[src/rtl/syn_fifo_param_pkg.sv]
// Shared types and helpers for the parametrised synchronous FIFO.
package fifo_pkg;

    localparam int FIFO_STD  = 0;
    localparam int FIFO_FWFT = 1;

    // Status snapshot, also used by the monitor/scoreboard side of the env.
    typedef struct packed {
        logic full;
        logic empty;
        logic almost_full;
        logic almost_empty;
        logic overflow;
        logic underflow;
    } fifo_status_t;

    // Width needed to hold an occupancy of 0..depth inclusive.
    function automatic int cnt_width(input int depth);
        return $clog2(depth + 1);
    endfunction

endpackage

[src/rtl/syn_fifo_param_if.sv]
// Producer/consumer handshake bundle for syn_fifo_param.
interface syn_fifo_param_if
    import fifo_pkg::*;
#(
    parameter int DATA_W = 8,
    parameter int DEPTH  = 16
) ();
    localparam int CNT_W = cnt_width(DEPTH);

    logic              wr_en;
    logic [DATA_W-1:0] wr_data;
    logic              rd_en;
    logic [DATA_W-1:0] rd_data;
    logic              rd_valid;
    logic              full;
    logic              empty;
    logic              almost_full;
    logic              almost_empty;
    logic [CNT_W-1:0]  count;
    logic              overflow;
    logic              underflow;

    // FIFO side
    modport slave (
        input  wr_en, wr_data, rd_en,
        output rd_data, rd_valid, full, empty, almost_full, almost_empty,
               count, overflow, underflow
    );

    // Producer/consumer side
    modport master (
        output wr_en, wr_data, rd_en,
        input  rd_data, rd_valid, full, empty, almost_full, almost_empty,
               count, overflow, underflow
    );
endinterface

[src/rtl/syn_fifo_param_mem_dp.sv]
// DATA_W x DEPTH storage: synchronous write port, asynchronous read port.
module fifo_mem_dp #(
    parameter int DATA_W = 8,
    parameter int DEPTH  = 16,
    parameter int PTR_W  = 4
) (
    input  logic              clk,
    input  logic              i_we,
    input  logic [PTR_W-1:0]  i_waddr,
    input  logic [DATA_W-1:0] i_wdata,
    input  logic [PTR_W-1:0]  i_raddr,
    output logic [DATA_W-1:0] o_rdata
);
    // Contents are deliberately not reset; the control logic never exposes stale words.
    logic [DATA_W-1:0] r_mem [DEPTH];

    // Write port
    always_ff @(posedge clk) begin
        if (i_we) r_mem[i_waddr] <= i_wdata;
    end

    assign o_rdata = r_mem[i_raddr];
endmodule

[src/rtl/syn_fifo_param.sv]
// Parametrised synchronous FIFO: pointers, occupancy, registered status flags,
// error pulses and either a registered read port or first-word-fall-through.
module syn_fifo_param
    import fifo_pkg::*;
#(
    parameter int DATA_W    = 8,
    parameter int DEPTH     = 16,
    parameter int AF_THRESH = DEPTH - 2,
    parameter int AE_THRESH = 2,
    parameter int FWFT      = FIFO_STD
) (
    input logic             clk,
    input logic             rst,
    syn_fifo_param_if.slave bus
);
    localparam int CNT_W = cnt_width(DEPTH);
    localparam int PTR_W = $clog2(DEPTH);

    // Reject illegal configurations at elaboration.
    if (DEPTH < 2) begin : g_bad_depth
        $error("syn_fifo_param: DEPTH must be >= 2");
    end
    if (AF_THRESH < 1 || AF_THRESH > DEPTH) begin : g_bad_af
        $error("syn_fifo_param: AF_THRESH out of range 1..DEPTH");
    end
    if (AE_THRESH < 0 || AE_THRESH > DEPTH - 1) begin : g_bad_ae
        $error("syn_fifo_param: AE_THRESH out of range 0..DEPTH-1");
    end

    logic [PTR_W-1:0]  r_wr_ptr, r_rd_ptr;
    logic [CNT_W-1:0]  r_count;
    fifo_status_t      r_st;
    logic [CNT_W-1:0]  w_cnt_next;
    logic              w_wr_accept, w_rd_accept;
    logic [DATA_W-1:0] w_mem_rdata;

    // Pointers wrap at DEPTH-1, so any depth works, not just powers of two.
    function automatic logic [PTR_W-1:0] ptr_inc(input logic [PTR_W-1:0] p);
        return (p == PTR_W'(DEPTH - 1)) ? '0 : p + 1'b1;
    endfunction

    // Handshake acceptance and next occupancy. In FWFT mode rd_valid == !empty,
    // so "rd_en while nothing valid" is the same rejection as "rd_en while empty".
    always_comb begin
        w_rd_accept = bus.rd_en & ~r_st.empty;
        w_wr_accept = bus.wr_en & (~r_st.full | w_rd_accept);
        w_cnt_next  = r_count + CNT_W'(w_wr_accept) - CNT_W'(w_rd_accept);
    end

    // Pointers, count and flags; flags come from the next count so they move with it.
    always_ff @(posedge clk) begin
        if (rst) begin
            r_wr_ptr <= '0;
            r_rd_ptr <= '0;
            r_count  <= '0;
            r_st     <= '{full: 1'b0, empty: 1'b1, almost_full: 1'b0,
                          almost_empty: 1'b1, overflow: 1'b0, underflow: 1'b0};
        end else begin
            if (w_wr_accept) r_wr_ptr <= ptr_inc(r_wr_ptr);
            if (w_rd_accept) r_rd_ptr <= ptr_inc(r_rd_ptr);
            r_count              <= w_cnt_next;
            r_st.full            <= (w_cnt_next == CNT_W'(DEPTH));
            r_st.empty           <= (w_cnt_next == '0);
            r_st.almost_full     <= (w_cnt_next >= CNT_W'(AF_THRESH));
            r_st.almost_empty    <= (w_cnt_next <= CNT_W'(AE_THRESH));
            r_st.overflow        <= bus.wr_en & ~w_wr_accept;
            r_st.underflow       <= bus.rd_en & r_st.empty;
        end
    end

    fifo_mem_dp #(
        .DATA_W (DATA_W),
        .DEPTH  (DEPTH),
        .PTR_W  (PTR_W)
    ) u_mem (
        .clk     (clk),
        .i_we    (w_wr_accept),
        .i_waddr (r_wr_ptr),
        .i_wdata (bus.wr_data),
        .i_raddr (r_rd_ptr),
        .o_rdata (w_mem_rdata)
    );

    if (FWFT == FIFO_STD) begin : g_std
        logic [DATA_W-1:0] r_rd_data;
        logic              r_rd_valid;

        // Registered read: capture the head on an accepted read, hold otherwise.
        // When full with a simultaneous write, the async read sees the old word.
        always_ff @(posedge clk) begin
            if (rst) begin
                r_rd_data  <= '0;
                r_rd_valid <= 1'b0;
            end else begin
                r_rd_valid <= w_rd_accept;
                if (w_rd_accept) r_rd_data <= w_mem_rdata;
            end
        end

        assign bus.rd_data  = r_rd_data;
        assign bus.rd_valid = r_rd_valid;
    end else begin : g_fwft
        // Head is always presented; forced to zero while empty so reset reads 0.
        assign bus.rd_data  = r_st.empty ? '0 : w_mem_rdata;
        assign bus.rd_valid = ~r_st.empty;
    end

    assign bus.count        = r_count;
    assign bus.full         = r_st.full;
    assign bus.empty        = r_st.empty;
    assign bus.almost_full  = r_st.almost_full;
    assign bus.almost_empty = r_st.almost_empty;
    assign bus.overflow     = r_st.overflow;
    assign bus.underflow    = r_st.underflow;
endmodule

[src/flat_wrapper.sv]
// flat-port wrapper written by rule: the top's interface ports become plain ports
module syn_fifo_param_flat import fifo_pkg::*;
#(
    parameter int DATA_W    = 8,
    parameter int DEPTH     = 16,
    parameter int AF_THRESH = DEPTH - 2,
    parameter int AE_THRESH = 2,
    parameter int FWFT      = FIFO_STD
)
  (clk, rst, bus_wr_en, bus_wr_data, bus_rd_en, bus_rd_data, bus_rd_valid, bus_full, bus_empty, bus_almost_full, bus_almost_empty, bus_count, bus_overflow, bus_underflow);
  syn_fifo_param_if #(.DATA_W(DATA_W), .DEPTH(DEPTH)) bus_i ();
  input logic clk;
  input logic rst;
  input wire logic [$bits(bus_i.wr_en)-1:0] bus_wr_en;
  input wire logic [$bits(bus_i.wr_data)-1:0] bus_wr_data;
  input wire logic [$bits(bus_i.rd_en)-1:0] bus_rd_en;
  output wire logic [$bits(bus_i.rd_data)-1:0] bus_rd_data;
  output wire logic [$bits(bus_i.rd_valid)-1:0] bus_rd_valid;
  output wire logic [$bits(bus_i.full)-1:0] bus_full;
  output wire logic [$bits(bus_i.empty)-1:0] bus_empty;
  output wire logic [$bits(bus_i.almost_full)-1:0] bus_almost_full;
  output wire logic [$bits(bus_i.almost_empty)-1:0] bus_almost_empty;
  output wire logic [$bits(bus_i.count)-1:0] bus_count;
  output wire logic [$bits(bus_i.overflow)-1:0] bus_overflow;
  output wire logic [$bits(bus_i.underflow)-1:0] bus_underflow;
  assign bus_i.wr_en = bus_wr_en;
  assign bus_i.wr_data = bus_wr_data;
  assign bus_i.rd_en = bus_rd_en;
  assign bus_rd_data = bus_i.rd_data;
  assign bus_rd_valid = bus_i.rd_valid;
  assign bus_full = bus_i.full;
  assign bus_empty = bus_i.empty;
  assign bus_almost_full = bus_i.almost_full;
  assign bus_almost_empty = bus_i.almost_empty;
  assign bus_count = bus_i.count;
  assign bus_overflow = bus_i.overflow;
  assign bus_underflow = bus_i.underflow;
  syn_fifo_param #(.DATA_W(DATA_W), .DEPTH(DEPTH), .AF_THRESH(AF_THRESH), .AE_THRESH(AE_THRESH), .FWFT(FWFT)) u_core (.clk(clk), .rst(rst), .bus(bus_i));
endmodule
[config.mk]
export PLATFORM = sky130hd
export DESIGN_NAME = syn_fifo_param_flat
export DESIGN_NICKNAME = d
export VERILOG_FILES = /design/src/rtl/syn_fifo_param_pkg.sv /design/src/rtl/syn_fifo_param_if.sv /design/src/rtl/syn_fifo_param_mem_dp.sv /design/src/rtl/syn_fifo_param.sv /design/src/flat_wrapper.sv
export SDC_FILE = /design/constraint.sdc
export NUM_CORES = 1
export LEC_CHECK = 0
export ABC_CLOCK_PERIOD_IN_PS = 3590
export CAP_MARGIN = 40
export CORE_MARGIN = 4
export CORE_UTILIZATION = 43
export DETAILED_ROUTE_END_ITERATION = 6
export PLACE_DENSITY = 0.61
export SLEW_MARGIN = 15
export SYNTH_ARGS = -nofsm -noshare
export SYNTH_HDL_FRONTEND = slang
export SYNTH_SLANG_ARGS = --single-unit
[constraint.sdc]
create_clock -name clk -period 3.59 [get_ports clk]
set_input_delay 1.077 -clock clk [delete_from_list [all_inputs] [get_ports clk]]
set_output_delay 1.077 -clock clk [all_outputs]
set_load 0.1 [all_outputs]
==> flow_summary.ini <==
[clock_network]
cts_resized = 0
cts_buffer_depth = 2
insertion_delay_ns = 0.42
cts_tree = built
clk_pin_slew_ns = 0.06
h-tree-depth = 4
cts-root-buf = clkbuf_16
cts_setup_buffers = 0
clkSinkCount = 156
cts_buffers = 17
cts_hold_buf = 0

[hold_path]
min_path_cells = 2
min_from = u_core.bus.rd_data[6]$_SDFFE_PP0P_
whs_endpoint = u_core.bus.rd_data[6]$_SDFFE_PP0P_
hold_class = register to register

[drt]
vias = 3446
dr.pass1.iters = 4
wire_per_inst_microns = 20.67
wl_met2_microns = 6298
drcViolationCount = 0
top_layer = met4
ant_nets = 0
dr.first_iter.drc_count = 233
vias_per_cell = 5.470
wl_met1_microns = 5781
route.met3.wl_microns = 712
detail_route.wirelength_microns = 13020

[worst_setup_path]
r2r_end = u_core.bus.full$_SDFF_PP0_
reg2reg_from = u_core.bus.empty$_SDFF_PP1_
cp_max_fo = 2
slowest_delay_ns = 0.42
crit_slowest_cell = clkdlybuf4s50_1
cp.buffers_inverters = 3
cp-start-kind = input port
crit_start = bus_rd_en
cp_common_cell = ha_1
endpoint_kind = register
cp_data_required_time_ns = 3.90
worstSetupPathType = input port to register
crit_family = adder cells
crit_arrival_ns = 3.55
crit_chain = clkdlybuf4s50_1 -> nand2b_1 -> clkinv_2 -> ha_1 -> inv_1 -> ha_1 -> fa_1 -> a21o_1 -> a21oi_1 -> mux2_2 -> and4_1
rrSetupSlack_ns = 0.99
r2r_cells = 10

[synthesis]
ys_seq_area_share_pct = 70.09
synth_area_per_cell_sq_um = 16.41
synth_cell_types = 51
synth-edff-count = 128
synth_top_area_cell = edfxtp_1
netlist_area_sq_um = 6284
synth_top_cells_by_count = 128 x edfxtp_1, 38 x mux2i_1, 30 x nor2_1
synth_area_leaders = edfxtp_1 61%, dfxtp_1 8.9%, mux2i_1 6.1%
yosysMostFrequentCell = edfxtp_1
syn-num-nets = 406
ys_dominant_reg_cell = edfxtp_1
synth_cells = 383
synth_top_area_share_pct = 61.17
ys_ff_latch = 156
synthArstFlopShare_pct = 0
yosysWarnings = 0

[job]
cap_violations = 0

[timing]
clock-skew-final_ns = 0.008532
tightest_slew_ns = 0.8220
slew_headroom_pct = 45.00
hold_viol = 0
finalCritPeriodShare_pct = 90.12
period_needed_ns = 3.235
setup_slack_ns = 0.3548
fmax_mhz = 309.1
tns_ns = 0
drv_slew = 0
setup_viol = 0
rsz0062_at_grt = no

[power_and_ir_drop]
ir_drop_uv = 630.0
powerDensity_nw_per_um2 = 697.4
power.leakage_nw = 2.470

[die]
core_area_sq_um = 14100
rows = 43
start_util_pct = 44.58
io_pins = 32
die_h_microns = 128.9
fp.dieW_microns = 128.9
die_area_sq_um = 16610

[global_routing]
antenna_found_initial = 0
grt_max_degree = 28
grt_pass1_wl_microns = 20600
grt.overflow.total = 0
grt_usage_pct = 16.94
grt_pass1_vias = 3605

[placement]
dp_hpwl_microns = 8452
port_buffers = 31
place.gp.congestion = 0.7605
dpl_worst_slack_ns = -0.06473

[layout]
n_antenna_cell = 0
nFillCells = 1176
drive_gt1_share_pct = 21.78
nNetsFinal = 460
area_growth_pct = 17.78

[run_status]
status = complete, no violations
## sequential cells by signal, summed over array words and instances, names as in the netlist
signal,count
u_core.bus.overflow,1
u_core.bus.count,5
u_core.r_rd_ptr,4
u_core.u_mem.r_mem,128
u_core.bus.rd_valid,1
u_core.r_wr_ptr,4
u_core.bus.rd_data,8
u_core.bus.full,1
u_core.bus.almost_empty,1
u_core.bus.underflow,1
u_core.bus.almost_full,1
u_core.bus.empty,1
## cell usage in the layout (no fill, tap or decap), drive strengths merged, types with 4 or more instances in the layout
cell type and n:
a21oi 14, nor3 4, inv 16, nor2b 6, nor2 31, a211oi 7, o21ai 8, o221ai 7
nand2 14, a221oi 7, mux2i 38, mux4 14, clkdlybuf4s50 11, clkbuf 18, buf 44, dfxtp 28
ha 10, edfxtp 128, xor2 4
## cell families (layout without fill, tap and decap cells)
kind of cell | after synthesis | in the layout | synth area share (%)
simple gates | 68 | 68 | 5.217
flops | 156 | 156 | 70.09
compound gates | 58 | 58 | 6.989
mux | 53 | 53 | 11.31
fa+ha+maj | 11 | 11 | 2.310
xor+xnor | 6 | 6 | 0.8363
buf+inv | 31 | 98 | 3.246
## layer usage
metal | vias up | GRT usage [%]
met5 | - | 0
met4 | 0 | 6.485
met3 | 15 | 5.272
met2 | 89 | 25.91
met1 | 1741 | 22.83
li1 | 1601 | -
## where the power goes
part           internal (mW)  switching, mW
logic                  0.354          0.834
clock network           1.11          0.742
registers               2.06         0.0626
total                   3.52           1.64
## layout make-up
class / count / area [sq um] / share of cell area (%)
clock buffer: 18 / 429.2 / 5.799
clock inverter: 14 / 182.7 / 2.468
inverter: 11 / 42.54 / 0.5748
multi-input combinational: 196 / 1675 / 22.64
sequential: 156 / 4405 / 59.53
tap: 180 / 225.2 / 3.043
timing repair buffer: 55 / 440.4 / 5.951
## stage by stage
| stage | util [%] | hold WS, ns | cell area (sq um) | total power, mW | instances |
|---|---|---|---|---|---|
| global placement | 48.16 | 0.4806 | 6789 | 3.331 | 598 |
| global route | 52.50 | 0.5411 | 7401 | 5.381 | 630 |
| detailed placement | 48.16 | 0.5070 | 6789 | 3.358 | 598 |
| floorplan | - | 0.5329 | 6284 | 3.066 | 383 |
| finish | 52.50 | 0.5274 | 7401 | 5.162 | 630 |
| CTS | 52.50 | 0.5192 | 7401 | 5.202 | 630 |
## tightest hold or removal path, stage by stage (launching register included)
cell,delay (ns)
dfxtp_1,0.35
a32oi_1,0.08
nand2_1,0.07
## how the worst max path moves through the flow
stage	slack [ns]	depth (start not counted)	endpoint
floorplan	0.18	12	u_core.bus.full$_SDFF_PP0_
global placement	-0.05	11	u_core.bus.full$_SDFF_PP0_
detailed placement	-0.06	11	u_core.bus.full$_SDFF_PP0_
CTS	0.36	11	u_core.bus.full$_SDFF_PP0_
global route	0.18	11	u_core.bus.full$_SDFF_PP0_
finish	0.35	11	u_core.bus.full$_SDFF_PP0_
No activity file was read; power rests on OpenSTA's default activity.
